### src/rtl/vga_mem_arbiter_if.sv
// Bus bundle for the VGA SRAM arbiter: display fetch port, host port and SRAM port.
// The master modport is the arbiter's view; slave is the surrounding logic's view.
interface vga_mem_arbiter_if #(
  parameter int unsigned ADDR_W = 18,
  parameter int unsigned DATA_W = 16
);
  logic              in_disp_req;
  logic [ADDR_W-1:0] in_disp_addr;
  logic [DATA_W-1:0] out_disp_data;
  logic              out_disp_valid;

  logic              in_host_req;
  logic              in_host_we;
  logic [ADDR_W-1:0] in_host_addr;
  logic [DATA_W-1:0] in_host_wdata;
  logic              out_host_ack;
  logic [DATA_W-1:0] out_host_rdata;
  logic              out_host_rvalid;
  logic              out_host_starved;

  logic [ADDR_W-1:0] out_mem_addr;
  logic              out_mem_we;
  logic [DATA_W-1:0] out_mem_wdata;
  logic [DATA_W-1:0] in_mem_rdata;

  modport master (
    input  in_disp_req, in_disp_addr,
    input  in_host_req, in_host_we, in_host_addr, in_host_wdata,
    input  in_mem_rdata,
    output out_disp_data, out_disp_valid,
    output out_host_ack, out_host_rdata, out_host_rvalid, out_host_starved,
    output out_mem_addr, out_mem_we, out_mem_wdata
  );

  modport slave (
    output in_disp_req, in_disp_addr,
    output in_host_req, in_host_we, in_host_addr, in_host_wdata,
    output in_mem_rdata,
    input  out_disp_data, out_disp_valid,
    input  out_host_ack, out_host_rdata, out_host_rvalid, out_host_starved,
    input  out_mem_addr, out_mem_we, out_mem_wdata
  );
endinterface

### src/rtl/vga_mem_arbiter.sv
// Single-port SRAM arbiter: display fetches win every slot, host fills the gaps.
// All flops run on the falling edge of the pixel clock; read data returns 2 clocks after issue.
module vga_mem_arbiter #(
  parameter int unsigned ADDR_W           = 18,
  parameter int unsigned DATA_W           = 16,
  parameter int unsigned HOST_VBLANK_ONLY = 0,
  parameter int unsigned STARVE_LIMIT     = 1023
) (
  input  logic                  in_vga_clk,
  input  logic                  in_reset_n,
  input  logic                  in_v_blank,
  vga_mem_arbiter_if.master     bus
);

  localparam int unsigned CNT_W = (STARVE_LIMIT < 1) ? 1 : $clog2(STARVE_LIMIT + 1);

  typedef enum logic [1:0] {SLOT_IDLE, SLOT_DISP, SLOT_HOST} slot_e;
  typedef enum logic [1:0] {TAG_NONE, TAG_DISP, TAG_HOST} tag_e;

  slot_e             state_q, slot_d;
  tag_e              tag_q, tag_issue_c;
  logic [CNT_W-1:0]  cnt_q, cnt_d;
  logic              host_eligible_c;
  logic [ADDR_W-1:0] mem_addr_d;
  logic [DATA_W-1:0] mem_wdata_d, disp_data_d, host_rdata_d;
  logic              mem_we_d, ack_d, disp_valid_d, host_rvalid_d, starved_d;

  assign host_eligible_c = (HOST_VBLANK_ONLY == 0) || in_v_blank;

  // Slot decision, SRAM command, read-return routing and starvation counter
  always_comb begin
    slot_d        = SLOT_IDLE;
    mem_addr_d    = bus.out_mem_addr;
    mem_wdata_d   = bus.out_mem_wdata;
    mem_we_d      = 1'b0;
    ack_d         = 1'b0;
    tag_issue_c   = TAG_NONE;
    disp_valid_d  = 1'b0;
    host_rvalid_d = 1'b0;
    disp_data_d   = bus.out_disp_data;
    host_rdata_d  = bus.out_host_rdata;
    cnt_d         = cnt_q;

    if (bus.in_disp_req) begin
      slot_d     = SLOT_DISP;
      mem_addr_d = bus.in_disp_addr;
    end else if (bus.in_host_req && host_eligible_c) begin
      slot_d      = SLOT_HOST;
      mem_addr_d  = bus.in_host_addr;
      mem_we_d    = bus.in_host_we;
      mem_wdata_d = bus.in_host_wdata;
      ack_d       = 1'b1;
    end

    // Stage 1 of the tag pipe is the issued slot itself; tag_q is stage 2
    if (state_q == SLOT_DISP) begin
      tag_issue_c = TAG_DISP;
    end else if (state_q == SLOT_HOST && !bus.out_mem_we) begin
      tag_issue_c = TAG_HOST;
    end

    if (tag_q == TAG_DISP) begin
      disp_valid_d = 1'b1;
      disp_data_d  = bus.in_mem_rdata;
    end
    if (tag_q == TAG_HOST) begin
      host_rvalid_d = 1'b1;
      host_rdata_d  = bus.in_mem_rdata;
    end

    if (!bus.in_host_req || ack_d) begin
      cnt_d = '0;
    end else if (cnt_q != CNT_W'(STARVE_LIMIT)) begin
      cnt_d = cnt_q + CNT_W'(1);
    end
    starved_d = (cnt_d == CNT_W'(STARVE_LIMIT));
  end

  always_ff @(negedge in_vga_clk or negedge in_reset_n) begin
    if (!in_reset_n) begin
      state_q              <= SLOT_IDLE;
      tag_q                <= TAG_NONE;
      cnt_q                <= '0;
      bus.out_mem_addr     <= '0;
      bus.out_mem_we       <= 1'b0;
      bus.out_mem_wdata    <= '0;
      bus.out_host_ack     <= 1'b0;
      bus.out_host_starved <= 1'b0;
      bus.out_disp_valid   <= 1'b0;
      bus.out_disp_data    <= '0;
      bus.out_host_rvalid  <= 1'b0;
      bus.out_host_rdata   <= '0;
    end else begin
      state_q              <= slot_d;
      tag_q                <= tag_issue_c;
      cnt_q                <= cnt_d;
      bus.out_mem_addr     <= mem_addr_d;
      bus.out_mem_we       <= mem_we_d;
      bus.out_mem_wdata    <= mem_wdata_d;
      bus.out_host_ack     <= ack_d;
      bus.out_host_starved <= starved_d;
      bus.out_disp_valid   <= disp_valid_d;
      bus.out_disp_data    <= disp_data_d;
      bus.out_host_rvalid  <= host_rvalid_d;
      bus.out_host_rdata   <= host_rdata_d;
    end
  end

endmodule
### src/flat_wrapper.sv
// flat-port wrapper written by rule: the top's interface ports become plain ports
module vga_mem_arbiter_flat 
#(
  parameter int unsigned ADDR_W           = 18,
  parameter int unsigned DATA_W           = 16,
  parameter int unsigned HOST_VBLANK_ONLY = 0,
  parameter int unsigned STARVE_LIMIT     = 1023
)
  (in_vga_clk, in_reset_n, in_v_blank, bus_in_disp_req, bus_in_disp_addr, bus_in_host_req, bus_in_host_we, bus_in_host_addr, bus_in_host_wdata, bus_in_mem_rdata, bus_out_disp_data, bus_out_disp_valid, bus_out_host_ack, bus_out_host_rdata, bus_out_host_rvalid, bus_out_host_starved, bus_out_mem_addr, bus_out_mem_we, bus_out_mem_wdata);
  vga_mem_arbiter_if #(.ADDR_W(ADDR_W), .DATA_W(DATA_W)) bus_i ();
  input  logic in_vga_clk;
  input  logic in_reset_n;
  input  logic in_v_blank;
  input wire logic [$bits(bus_i.in_disp_req)-1:0] bus_in_disp_req;
  input wire logic [$bits(bus_i.in_disp_addr)-1:0] bus_in_disp_addr;
  input wire logic [$bits(bus_i.in_host_req)-1:0] bus_in_host_req;
  input wire logic [$bits(bus_i.in_host_we)-1:0] bus_in_host_we;
  input wire logic [$bits(bus_i.in_host_addr)-1:0] bus_in_host_addr;
  input wire logic [$bits(bus_i.in_host_wdata)-1:0] bus_in_host_wdata;
  input wire logic [$bits(bus_i.in_mem_rdata)-1:0] bus_in_mem_rdata;
  output wire logic [$bits(bus_i.out_disp_data)-1:0] bus_out_disp_data;
  output wire logic [$bits(bus_i.out_disp_valid)-1:0] bus_out_disp_valid;
  output wire logic [$bits(bus_i.out_host_ack)-1:0] bus_out_host_ack;
  output wire logic [$bits(bus_i.out_host_rdata)-1:0] bus_out_host_rdata;
  output wire logic [$bits(bus_i.out_host_rvalid)-1:0] bus_out_host_rvalid;
  output wire logic [$bits(bus_i.out_host_starved)-1:0] bus_out_host_starved;
  output wire logic [$bits(bus_i.out_mem_addr)-1:0] bus_out_mem_addr;
  output wire logic [$bits(bus_i.out_mem_we)-1:0] bus_out_mem_we;
  output wire logic [$bits(bus_i.out_mem_wdata)-1:0] bus_out_mem_wdata;
  assign bus_i.in_disp_req = bus_in_disp_req;
  assign bus_i.in_disp_addr = bus_in_disp_addr;
  assign bus_i.in_host_req = bus_in_host_req;
  assign bus_i.in_host_we = bus_in_host_we;
  assign bus_i.in_host_addr = bus_in_host_addr;
  assign bus_i.in_host_wdata = bus_in_host_wdata;
  assign bus_i.in_mem_rdata = bus_in_mem_rdata;
  assign bus_out_disp_data = bus_i.out_disp_data;
  assign bus_out_disp_valid = bus_i.out_disp_valid;
  assign bus_out_host_ack = bus_i.out_host_ack;
  assign bus_out_host_rdata = bus_i.out_host_rdata;
  assign bus_out_host_rvalid = bus_i.out_host_rvalid;
  assign bus_out_host_starved = bus_i.out_host_starved;
  assign bus_out_mem_addr = bus_i.out_mem_addr;
  assign bus_out_mem_we = bus_i.out_mem_we;
  assign bus_out_mem_wdata = bus_i.out_mem_wdata;
  vga_mem_arbiter #(.ADDR_W(ADDR_W), .DATA_W(DATA_W), .HOST_VBLANK_ONLY(HOST_VBLANK_ONLY), .STARVE_LIMIT(STARVE_LIMIT)) u_core (.in_vga_clk(in_vga_clk), .in_reset_n(in_reset_n), .in_v_blank(in_v_blank), .bus(bus_i));
endmodule
### config.mk
export PLATFORM = sky130hd
export DESIGN_NAME = vga_mem_arbiter_flat
export DESIGN_NICKNAME = d
export VERILOG_FILES = /design/src/rtl/vga_mem_arbiter_if.sv /design/src/rtl/vga_mem_arbiter.sv /design/src/flat_wrapper.sv
export SDC_FILE = /design/constraint.sdc
export NUM_CORES = 1
export LEC_CHECK = 0
export BUFFER_PORTS_ARGS = -buffer_cell sky130_fd_sc_hd__buf_4
export CAP_MARGIN = 40
export CORE_ASPECT_RATIO = 0.75
export CORE_UTILIZATION = 25
export DETAILED_ROUTE_END_ITERATION = 6
export GPL_TIMING_DRIVEN = 0
export SYNTH_ARGS = -nofsm -noshare
export SYNTH_HDL_FRONTEND = slang
export SYNTH_SLANG_ARGS = --single-unit
### constraint.sdc
create_clock -name in_vga_clk -period 2.3 [get_ports in_vga_clk]
set_clock_uncertainty 0.1 [all_clocks]
set_input_delay 0.345 -clock in_vga_clk [delete_from_list [all_inputs] [get_ports in_vga_clk]]
set_output_delay 0.345 -clock in_vga_clk [all_outputs]
set_load 0.01 [all_outputs]
==> Word-level counts from Yosys, hierarchy flattened <==
Cells that the tools add are included.
Widths: inputs -> output; s select.
{ "classes": {"bitwise": 1, "n_eq_ne": 6, "reduce_logical": 6, "mux": 14, "addsub": 1} }
{ "op_table": {"columns": ["op", "count"], "rows": [
  ["$mux 18", 2],
  ["$mux 10", 2],
  ["$add 10x1->10 const B", 1],
  ["$eq 10x10->1 const B", 1],
  ["$ne 10x10->1 const B", 1],
  ["$mux 2", 4],
  ["$mux 1", 6],
  ["$eq 2x1->1 const B", 2],
  ["$eq 2x2->1 const B", 2],
  ["$logic_not 1->1", 2],
  ["$reduce_and 2->1", 1],
  ["$reduce_bool 2->1", 1],
  ["$logic_and 1x1->1", 1],
  ["$logic_or 1x1->1", 1],
  ["$not 1->1", 1]
]} }
{ "word_totals": {"elab_cells": 40, "regBits": 85} }

==> Longest topological paths before layout <==
Gate-level depths: netlist of run 1.
{ "depth": {"ltp_word": 5, "mapped_depth": 7, "ltp_nobuf": 6} }

==> results.md, run 1 <==
- Mux cell area share after synthesis: 21.6%
- Most frequent cells in the layout: buf_4 (124), dfrtn_1 (84), mux2_2 (40)
- Met1 wire length: 3670 µm
- Gate Count Post-Synth: 262
- # setup viols final: ~70
- Via count: 2616
- DP Wirelength: 6070 µm
- Met3 wire len: between 500 and 600 µm
- CTS HTree Levels: 3
- Clock slew at reported path FFs: approximately 0.050 ns
- Req. time, crit path: 1.86 ns
- Initial DRC count: 72
- Flop and latch count out of synthesis: between 80 and 90
- Pin count of the biggest net entering global routing: 62
- Nature of the critical path startpoint: register
- Number of global-route vias before repair: 2560
- Maximum vdd drop: approximately 370 µV
- Drt pass-1 iters: 4
- Area Overhead vs Synth: 56.4%
- Grt total ovfl: 0
- XOR/XNOR share of the synthesized area: 0.510%
- FP Rows: 36
- RD Place Congestion: 0.803
- Simple-gate share of the synthesized area: 8.71%
- Worst-path maximum fanout: 2
- Setup crit end kind: output port
- Routed length on met2: 4130 µm
- Final Worst Setup Slack: -0.192 ns
- Total CTS buffers: 9
- Worst path cell trace: buf_6
- Worst EP arrival: 2.05 ns
- First-pass GRT wire length: ~13000 µm
- All-Layer GR Usage: 11.7%
- Final Hold Viols: 0
- Worst Setup EP: bus_out_mem_wdata[13]
- Clock root buffer: clkbuf_16
- Non-Filler Instances: roughly 600
- Beginning of the critical path: u_core.bus.out_mem_wdata[13]
- Synth unique cells: 32
- CTS Buffer Depth: 2
- Die Area: between 10000 and 15000 µm²
- Adder-cell share of the synthesized area: 0.364%
- Post-synthesis sequential area ratio: between 60 and 70%
- Slew HR: approximately three fifths
- R2R setup slack: 0.16 ns
- Inst Count DP: 577
- Final design utilization: between 40 and 50%
- I/O pins: 145
- Pwr Density: 780 nW/µm²
- DR top layer: met4
- Sink Count: 84
- R2R Path Start: u_core.tag_q[1]
- Top delay family on crit path: flip-flops
- Largest family of logic cells by synthesized area: multiplexers
- Most common cell after layout, fill and taps aside: buf_4
- Synthesized area per cell: 13.1 µm²
- Actual slew at the worst max-slew pin: 0.622 ns
- Status: finished with violations
- NumNets Final: 503
- Levels on crit path: 1
- Setup TNS: -11.52 ns
- Yosys warnings: 0
- Initial core utilization: between 20% and 30%
- Final Max Tran Viols: 0
- Worst hold path type: reg -> reg
- Core Box Area: 13200 µm²
- Post-synth top area cell: dfrtn_1
- ANT cells: 0
- Maxcap violations: 0
- Hold-fix buffers at CTS: 0
- Syn_nets: 337
- Area share of the largest cell type after synthesis: roughly 61%
- Static Leak: 2.56 nW
- DRC: 0
- Routed WL: 8470 µm
- Die Height: a little over 100 µm
- Compound-Gate Fraction of Synth Area: under 10%
- RSZ-0062 raised after global routing: true
- Fillcell total: 1320
- Ranking of synthesized cells by area: dfrtn_1 (61%), mux2_2 (16%), mux2i_1 (5.8%)
- DIE WIDTH: about 140 µm
- Crit path kind: reg -> out
- Detail Route Antenna Nets: 0
- Post-synthesis cell area: 3430 µm²
- Port Buffers: 143
- CTS tree: done
- Via density: 4.33
- Worst Path Buf+Inv: 1
- CP max-delay cell: dfrtn_1
- Worst Reg-to-Reg Cells: 4
- Critical Path Max Stage Delay: 0.45 ns
- WL/cell: 14.0 µm
- Clock Latency Late Sink: 0.34 ns
- R2R Path End: u_core.bus.out_host_rdata[14]
- Violated checks: negative setup slack
- Initial antenna violation count: 0
- Share of cells above drive strength 1: 54.3%
## flip-flops by register name, summed over array words and instances, names as in the netlist
register	count
u_core.bus.out_mem_addr	18
u_core.bus.out_host_starved	1
u_core.bus.out_host_rdata	16
u_core.cnt_q	10
u_core.bus.out_mem_wdata	16
u_core.bus.out_host_rvalid	1
u_core.bus.out_disp_valid	1
u_core.tag_q	2
u_core.bus.out_host_ack	1
u_core.bus.out_mem_we	1
u_core.state_q	1
u_core.bus.out_disp_data	16
## cell type report
cell class | instances | area, µm² | share of cell area (%)
Timing Repair Buffer | 156 | 1310 | 24.4
Clock buffer | 11 | 253 | 4.71
Sequential cell | 84 | 2100 | 39.1
Clock inverter | 5 | 60.1 | 1.12
Buffer | 14 | 124 | 2.31
Inverter | 2 | 7.51 | 0.140
Tap cell | 171 | 214 | 3.98
Multi-Input combinational cell | 161 | 1300 | 24.2
## how the worst min path moves through the flow
stage / startpoint / endpoint / slack [ns] / cells past startpoint
5_1_grt: u_core.bus.out_host_rdata[1] / u_core.bus.out_host_rdata[1] / 0.37 / 1
3_5_place_dp: u_core.bus.out_host_ack / u_core.tag_q[0] / 0.30 / 1
2_1_floorplan: u_core.bus.out_host_ack / u_core.tag_q[0] / 0.31 / 1
6_report: u_core.state_q[0] / u_core.tag_q[0] / 0.35 / 1
4_1_cts: u_core.state_q[0] / u_core.tag_q[0] / 0.36 / 1
3_3_place_gp: u_core.bus.out_host_ack / u_core.tag_q[0] / 0.28 / 1
## cells in the mapped netlist
cell	count
and2_1	1
nor3b_1	1
nand4_1	5
and3_2	3
buf_4	1
inv_1	2
a31oi_1	3
xor2_1	2
o211ai_1	1
nor2b_1	4
nand3_1	1
or3b_1	1
nor2_1	5
o21ai_0	19
mux2i_1	20
a211oi_1	1
clkbuf_1	11
buf_2	2
nor3b_2	1
dfrtn_1	84
ha_1	1
nand2b_1	2
buf_1	1
a2111oi_2	1
mux2_2	48
or4b_2	1
nor3_1	2
a21oi_1	6
and4_2	1
nand2_1	27
a22o_1	2
and4_1	2
## what timing repair did
action,CTS,global route
setup buffers,8,4
pin swaps,0,3
setup endpoints to repair,81,72
gates resized for setup,4,31
## cell families (layout without fill, tap and decap cells)
logic type      Yosys count  in the layout
mux                      68             68
xor+xnor                  2              2
simple gates             57             57
flops                    84             84
fa+ha+maj                 1              1
buf+inv                  17            188
compound gates           33             33
## power by group
group / internal, mW / switching (mW) / leakage (nW)
Sequential: 1.69 / 0.124 / 1.03
Clock: 0.902 / 0.568 / 0.152
Combinational: 0.569 / 0.337 / 1.38
Total: 3.16 / 1.03 / 2.56
## through the flow
stage	instance area, µm²	total power [mW]	worst slack (ns)	hold slack (ns)
finish	5370	4.19	-0.192	0.349
global route	5370	4.40	-0.224	0.368
CTS	5230	4.18	-0.201	0.357
floorplan	3540	2.15	-0.168	0.308
detailed placement	4860	2.65	-0.389	0.304
global placement	4830	2.62	-0.371	0.282
## layer usage
layer / global-route usage, % / vias to the layer above
met1: 14.5 / 1254
met2: 19.3 / 95
met3: 3.51 / 7
met5: 0 / -
met4: 4.31 / 0
li1: - / 1260
No activity file was read; power rests on OpenSTA's default activity.
==> inputs of run 2 (changes only) <==
CORE_UTILIZATION = 40   (was 25)
PLACE_DENSITY = 0.69   (was default)
TNS_END_PERCENT = 50   (was default)
==> run 2 against run 1 <==
Net effect:
- the run still ends with negative setup slack left
- non-clock buffer count rose by 7
- via count increased by 0.76%
- clock power barely moved
- register-to-register slack barely moved
- critical path depth did not move
- combinational power grew 3.1%
==> results.md, run 2 (synthesis gave the netlist of run 1 again) <==
- Clock Latency Late Sink: 0.34 ns (about the same)
- RSZ-0062 raised after global routing: true (unchanged)
- Maximum vdd drop: 412 µV (was 375 µV)
- Total CTS buffers: 9 (unchanged)
- I/O pins: 145 (unchanged)
- Status: finished with violations (unchanged)
- Setup crit end kind: output port (unchanged)
- Nature of the critical path startpoint: register (unchanged)
- Top delay family on crit path: flip-flops (unchanged)
- Final Worst Setup Slack: -0.201 ns (was -0.192 ns)
- DP Wirelength: 5820 µm (was 6070 µm)
- DRC: 0 (unchanged)
- Final Max Tran Viols: 0 (unchanged)
- CTS tree: done (unchanged)
- Share of cells above drive strength 1: 55.0% (was 54.3%)
- ANT cells: 0 (unchanged)
- Via density: 4.84 (was 4.33)
- CP max-delay cell: dfrtn_1 (unchanged)
- Critical Path Max Stage Delay: 0.45 ns (about the same)
- First-pass GRT wire length: 12600 µm (about the same)
- Most frequent cells in the layout: buf_4 (128), dfrtn_1 (84), mux2_2 (40) (was buf_4 (124), dfrtn_1 (84), mux2_2 (40))
- CTS HTree Levels: 3 (unchanged)
- Actual slew at the worst max-slew pin: 0.593 ns (was 0.622 ns)
- DIE WIDTH: 109 µm (was 137 µm)
- Hold-fix buffers at CTS: 0 (unchanged)
- Violated checks: negative setup slack (unchanged)
- Clock slew at reported path FFs: 0.05 ns (about the same)
- Initial DRC count: 98 (was 72)
- Worst hold path type: reg -> reg (unchanged)
- Area Overhead vs Synth: 55.8% (was 56.4%)
- Fillcell total: 615 (was 1320)
- Crit path kind: reg -> out (unchanged)
- All-Layer GR Usage: 18.4% (was 11.7%)
- Largest register FFs: 18 (unchanged)
- Initial antenna violation count: 0 (unchanged)
- CTS Buffer Depth: 2 (unchanged)
- FP Rows: 28 (was 36)
- # setup viols final: 71 (unchanged)
- Most flops, register: u_core.bus.out_mem_addr (unchanged)
- Maxcap violations: 0 (unchanged)
- Sink Count: 84 (unchanged)
- Port Buffers: 143 (unchanged)
- Most common cell after layout, fill and taps aside: buf_4 (unchanged)
- Drt pass-1 iters: 4 (unchanged)
- Req. time, crit path: 1.86 ns (about the same)
- Pin count of the biggest net entering global routing: 68 (was 62)
- Worst EP arrival: 2.06 ns (was 2.05 ns)
- DP Area: 4780 µm² (was 4860 µm²)
- Die Height: 82.2 µm (was 103 µm)
- RD Place Congestion: 0.764 (was 0.803)
- Core Box Area: 8090 µm² (was 13200 µm²)
- Static Leak: 2.60 nW (was 2.56 nW)
- Final Power: 4.22 mW (was 4.19 mW)
- Initial core utilization: 42.4% (was 26.0%)
- Clock root buffer: clkbuf_16 (unchanged)
- Inst Count DP: 511 (was 577)
- Routed WL: 8150 µm (was 8470 µm)
- Worst Path Buf+Inv: 1 (unchanged)
- Worst path cell trace: buf_6 (unchanged)
- Number of global-route vias before repair: 2543 (was 2560)
- NumNets Final: 510 (was 503)
- Detail Route Antenna Nets: 0 (unchanged)
- Via count: 2636 (was 2616)
- Pwr Density: 789 nW/µm² (was 780 nW/µm²)
- Die Area: 8960 µm² (was 14200 µm²)
- Worst-path maximum fanout: 2 (unchanged)
- Final Hold Viols: 0 (unchanged)
- Non-Filler Instances: 545 (was 604)
- Final instance area: 5350 µm² (was 5370 µm²)
- Slew HR: 60.5% (was 58.5%)
- WL/cell: 15.0 µm (was 14.0 µm)
- Grt total ovfl: 0 (unchanged)
run 2: cell types whose count changed in the layout (fill, tap and decap cells not counted), sizes merged:
cell      before  now
buf          161  167
clkbuf        20   19
clkinv         3    2
clkinvlp       1    0
inv            2    6
run 2: repair_timing:
action                                  4_1_cts  5_1_grt
endpoints found under the setup margin       79       81
gates resized for setup                       4       33
setup buffers                                10        8
run 2: worst paths after layout:
check / startpoint / endpoint / slack, ns / cells after the start
setup / recovery: u_core.bus.out_mem_addr[16] / bus_out_mem_addr[16] / -0.20 / 1
hold / removal: u_core.state_q[0] / u_core.tag_q[0] / 0.35 / 1
setup reg to reg: u_core.cnt_q[2] / u_core.bus.out_host_starved / 0.16 / 6
hold reg to reg: u_core.state_q[0] / u_core.tag_q[0] / 0.35 / 1
max in group asynchronous: in_reset_n / u_core.bus.out_mem_addr[12] / 0.64 / 2
min in group asynchronous: in_reset_n / u_core.bus.out_mem_wdata[9] / 0.82 / 1
run 2: cell type report:
| type | instances | area [µm²] | share of cell area (%) |
|---|---|---|---|
| flip-flops and latches | 84 | 2100 | 39.3 |
| repair buffers | 162 | 1360 | 25.5 |
| multi-input cells | 161 | 1300 | 24.3 |
| clock buffers | 9 | 225 | 4.21 |
| plain buffers | 15 | 138 | 2.57 |
| well taps | 105 | 131 | 2.46 |
| clock inverters | 7 | 81.3 | 1.52 |
| inverters | 2 | 7.51 | 0.140 |
run 2: metal layers:
layer / wire length (µm) / track usage [%] / part of all wire [%]
met1: 3970 / 26.2 / 49
met2: 3570 / 27.6 / 44
met3: 578 / 5.18 / 7.1
met4: 29 / 4.46 / 0.36
met5: 0 / 0 / 0
run 2: metrics by stage:
stage	utilization [%]	worst slack (ns)	hold slack (ns)	TNS, ns
after floorplan	-	-0.169	0.308	-1.72
after global placement	58.7	-0.356	0.277	-21.44
after detailed placement	59.0	-0.371	0.323	-10.42
after CTS	63.9	-0.209	0.355	-12.22
after global routing	66.1	-0.230	0.364	-13.95
final	66.1	-0.201	0.354	-11.63
run 2: power breakdown:
group          internal, mW  total [mW]  leakage, nW  switching [mW]
sequential             1.69        1.81         1.03           0.119
clock                 0.860        1.47        0.153           0.613
combinational         0.594       0.934         1.42           0.340
total                  3.14        4.22         2.60            1.07
run 2: worst register-to-register path: stages, from the launching register on:
cell and delay [ns]:
dfrtn_1 0.52, and4_1 0.22, buf_4 0.14, nand2_1 0.10, or4b_2 0.61, o21ai_0 0.18
a2111oi_2 0.09
